`src/rtl/instr_fetch_unit.sv`:
```
// Fetch stage: owns the program counter, reads the instruction ROM and holds
// the fetched word in the IF/ID register for decode.
module instr_fetch_unit #(
   parameter int                     PC_WIDTH  = 32,
   parameter logic [PC_WIDTH-1:0]    RESET_PC  = '0,
   parameter int                     ROM_BYTES = 32
) (
   input  logic                clk,
   input  logic                reset,
   output logic [PC_WIDTH-1:0] PC,
   output logic                en,
   input  logic [31:0]         Instruction_Code,
   input  logic                branch_taken,
   input  logic [PC_WIDTH-1:0] branch_target,
   input  logic                id_ready,
   output logic                if_id_valid,
   output logic [31:0]         if_id_instr,
   output logic [PC_WIDTH-1:0] if_id_pc,
   output logic                fault
);

   localparam logic [PC_WIDTH-1:0] ROM_SIZE  = PC_WIDTH'(ROM_BYTES);
   localparam logic [PC_WIDTH-1:0] LAST_WORD = ROM_SIZE - PC_WIDTH'(4);

   typedef enum logic [1:0] {
      INIT = 2'd0,
      RUN  = 2'd1,
      HALT = 2'd2
   } state_t;

   state_t              state;
   logic [PC_WIDTH-1:0] pc_seq;
   logic [PC_WIDTH-1:0] target_wrapped;
   logic                misaligned;
   logic                load;

   // Handshake: a word moves to decode on any edge with if_id_valid=1 and
   // id_ready=1; the register reloads when it is empty or being drained, and
   // if_id_instr/if_id_pc stay frozen while valid is held without ready.
   assign pc_seq         = (PC >= LAST_WORD) ? '0 : PC + PC_WIDTH'(4);
   assign target_wrapped = branch_target % ROM_SIZE;
   assign misaligned     = (branch_target[1:0] != 2'b00);
   assign load           = !if_id_valid || id_ready;

   always_ff @(posedge clk) begin
      if (reset) begin
         state       <= INIT;
         PC          <= RESET_PC;
         en          <= 1'b0;
         if_id_valid <= 1'b0;
         if_id_instr <= '0;
         if_id_pc    <= '0;
         fault       <= 1'b0;
      end else begin
         case (state)
            INIT: begin
               state <= RUN;
               en    <= 1'b1;
            end
            RUN: begin
               if (branch_taken && misaligned) begin
                  fault       <= 1'b1;
                  if_id_valid <= 1'b0;
                  en          <= 1'b0;
                  state       <= HALT;
               end else if (branch_taken) begin
                  PC          <= target_wrapped;
                  if_id_valid <= 1'b0;
               end else if (load) begin
                  if_id_instr <= Instruction_Code;
                  if_id_pc    <= PC;
                  if_id_valid <= 1'b1;
                  PC          <= pc_seq;
               end
            end
            HALT: begin
               en          <= 1'b0;
               if_id_valid <= 1'b0;
               fault       <= 1'b1;
            end
            default: begin
               state <= INIT;
               en    <= 1'b0;
            end
         endcase
      end
   end

endmodule

```
`config.mk`:
```
export PLATFORM = sky130hd
export DESIGN_NAME = instr_fetch_unit
export DESIGN_NICKNAME = d
export VERILOG_FILES = /design/src/rtl/instr_fetch_unit.sv
export SDC_FILE = /design/constraint.sdc
export NUM_CORES = 1
export LEC_CHECK = 0
export ABC_AREA = 0
export CAP_MARGIN = 20
export CORE_UTILIZATION = 37
export DETAILED_ROUTE_END_ITERATION = 8
export PLACE_DENSITY_LB_ADDON = 0.3
export SKIP_CTS_REPAIR_TIMING = 1
export SLEW_MARGIN = 20
export SYNTH_ARGS = -nofsm -noshare
export SYNTH_HDL_FRONTEND = slang
export SYNTH_SLANG_ARGS = --single-unit
```
`constraint.sdc`:
```
create_clock -name clk -period 2.1 [get_ports clk]
set_input_delay 0.42 -clock clk [delete_from_list [all_inputs] [get_ports clk]]
set_output_delay 0.42 -clock clk [all_outputs]
set_load 0.03 [all_outputs]
```
==> flow_metrics.tcl <==
set metrics [dict create \
    outcome "completed" \
    rsz0062_at_grt "false" \
    crit_fanout 7 \
    critical-path-max-stage-delay_ps 730 \
    drc_errors 0 \
    min_from "PC[1]" \
    cts.clk_slew.worst_paths_ps 90 \
    period_share_pct 96.27 \
    synth_area_leader_cell "dfxtp_1" \
    ant_nets 0 \
    layout-drive-gt1-share_pct 7.578 \
    fillCellCount 894 \
    vias 3663 \
    cts_num_sinks 101 \
    grt_max_degree 41 \
    dpl-instance-area_um2 5423 \
    path_delay_family "buffers and inverters" \
    track_usage_pct 19.63 \
    finalInstanceArea_um2 5658 \
    nets 675 \
    die_w_um 103.5 \
    p_clk_share_pct 28.5 \
    rows 36 \
    syn2layout_area_growth_pct 48.36 \
    antenna_found_initial 0 \
    ys_seq_elements 101 \
    cts.path.max_buffers 2 \
    power.switching_mw 1.536 \
    grt_pass1_wl_um 17160 \
    die_y_um 103.5 \
    min_period_ps 2022 \
    tightest_slew_ps 372.3 \
    reg2reg_from "state[1]" \
    port_buffers 139 \
    dr.pass1.iters 4 \
    place_inst 725 \
    yosysMostFrequentCell "nand2_1" \
    setup_viol 0 \
    cts_htree_levels 3 \
    yosysSeqAreaShare_pct 53.02 \
    cp_cell_sequence "clkdlybuf4s50_1" \
    timing.critical_path.buf_inv 1 \
    synthFlopType "dfxtp_1" \
    globalplace.congestion 0.7603 \
    max_freq_mhz 494.6 \
    n_antenna_cell 0 \
    start_kind "flop" \
    syn_area_um2 3814 \
    syn_inst 461 \
    min_path_type "reg2reg" \
    initial_utilization_pct 38.66 \
    via_per_inst 4.950 \
    dieArea_um2 10720 \
    avgRoutedWirePerCell_um 13.97 \
    total_power_mw 4.933 \
    totalWireLength_um 10340 \
    yosys-top-cells-count "134 x nand2_1, 101 x dfxtp_1, 77 x a21oi_1" \
    synth_nets 533 \
    grt_pass1_vias 3419 \
    grt_remaining_overflow 0 \
    root_buffer "clkbuf_8" \
    synthTopCellsByArea "dfxtp_1 53%, nand2_1 13%, a21oi_1 10%, nor2_1 3.8%, a31oi_1 1.6%" \
    power_density_nw_per_um2 871.9 \
    slowest_stage "clkdlybuf4s50_1" \
    max_cap_viol_count 0 \
    crit_start "PC[20]" \
    arrival_ps 1600 \
    pwr-share-seq_pct 43.4 \
    end_kind "output port" \
    synth_top_area_share_pct 53.02 \
    ys_warn_count 0 \
    max-vdd-ir-drop_uv 461.7 \
    cp.required_ps 1680 \
    async_flop_share_pct 0 \
    syn_area_per_cell_um2 8.273 \
    cts_tree "done" \
    core_um2 9864 \
    ys_types 36 \
    finalHoldViolCount 0 \
    slew_violations 0 \
    p_leak_nw 2.007 \
    switching_share_pct 31.13 \
    comb_power_share_pct 28.1 \
    cts-buffers-inserted 9 \
    hpwlAfterDp_um 7512 \
    clk_latency_ps 360 \
    final-instance-count-excl-fill 740 \
    synth_edf_count 0 \
    drt_iter0_drc 117 \
    slew_headroom_pct 74.99 \
    crit_type "reg2out" \
    io_pins 167 \
    skew_ps 10.58 \
    intPower_mw 3.398 \
]
-- path summary, 6_finish.rpt --
check | to | slack (ps) | depth (start not counted)
worst max-delay path | PC[20] | 80 | 1
worst min-delay path | PC[1] | 450 | 2
worst max register to register | PC[20] | 210 | 8
worst min register to register | PC[1] | 450 | 2
-- tightest hold or removal path: cells and delay by family (launching register included) --
| kind | cells | cell delay [ps] |
|---|---|---|
| DFF | 1 | 330 |
| buffers and inverters | 1 | 50 |
| and+or+nand+nor | 1 | 30 |
-- metal layers --
metal | GRT usage [%] | part of all wire, % | vias up
met5 | 0 | 0 | -
met4 | 6.108 | 1.5 | 0
met3 | 4.342 | 5.0 | 11
met2 | 32.36 | 48 | 110
met1 | 25.52 | 46 | 1708
li1 | - | - | 1834
-- placed cells by master, fill, tap and decap left out, types with 6 or more instances in the layout --
master and count:
nor3_1 6, clkdlybuf4s50_1 136, nor4_1 7, inv_1 8, dfxtp_1 101, nand3_1 6, a31oi_1 10, buf_4 15
nor2_1 39, clkbuf_8 9, a21oi_1 77, xnor2_1 6, nand2_1 133
-- cells by family (layout without fill, tap and decap cells) --
group	after synthesis	in the layout	synth area share, %
and+or+nand+nor	217	217	26.02
buffers and inverters	34	180	4.035
xor gates and xnor gates	6	6	1.378
adders and majority gates	4	4	1.312
AOI/OAI and AO/OA	99	99	14.24
DFF	101	101	53.02
-- per-stage QoR --
stage / utilization (%) / TNS [ps] / hold WS (ps) / worst slack, ps
finish: 57.36 / 0 / 445.3 / 78.27
global placement: 54.97 / -1122 / 438.5 / -58.04
detailed placement: 54.97 / -3472 / 434.3 / -138.4
global route: 57.36 / 0 / 473.8 / 28.72
CTS: 57.28 / 0 / 448.7 / 20.29
floorplan: - / 0 / 484.5 / 269.9
-- state kept, by name, summed over array words and instances (netlist names) --
register and cells:
en 1, if_id_valid 1, PC 32, if_id_instr 32, if_id_pc 32, state 2
fault 1
-- power groups by stage --
stage | Clock [mW] | Combinational (mW) | Sequential (mW)
6_report | 1.41 | 1.39 | 2.14
5_1_grt | 1.53 | 1.50 | 2.16
4_1_cts | 1.45 | 1.40 | 2.14
3_5_place_dp | 0 | 1.40 | 2.18
3_3_place_gp | 0 | 1.35 | 2.17
2_1_floorplan | 0 | 0.549 | 2.44
-- final cells by class --
| type | count | area [um2] | share of cell area (%) |
|---|---|---|---|
| Timing Repair Buffer | 157 | 1564 | 27.64 |
| Tap cell | 133 | 166.4 | 2.941 |
| Inverter | 8 | 30.03 | 0.5307 |
| Clock buffer | 10 | 127.6 | 2.256 |
| Sequential cell | 101 | 2022 | 35.74 |
| Multi-Input combinational cell | 326 | 1648 | 29.12 |
| Clock inverter | 5 | 100.1 | 1.769 |
(Power assumes the default switching activity.)
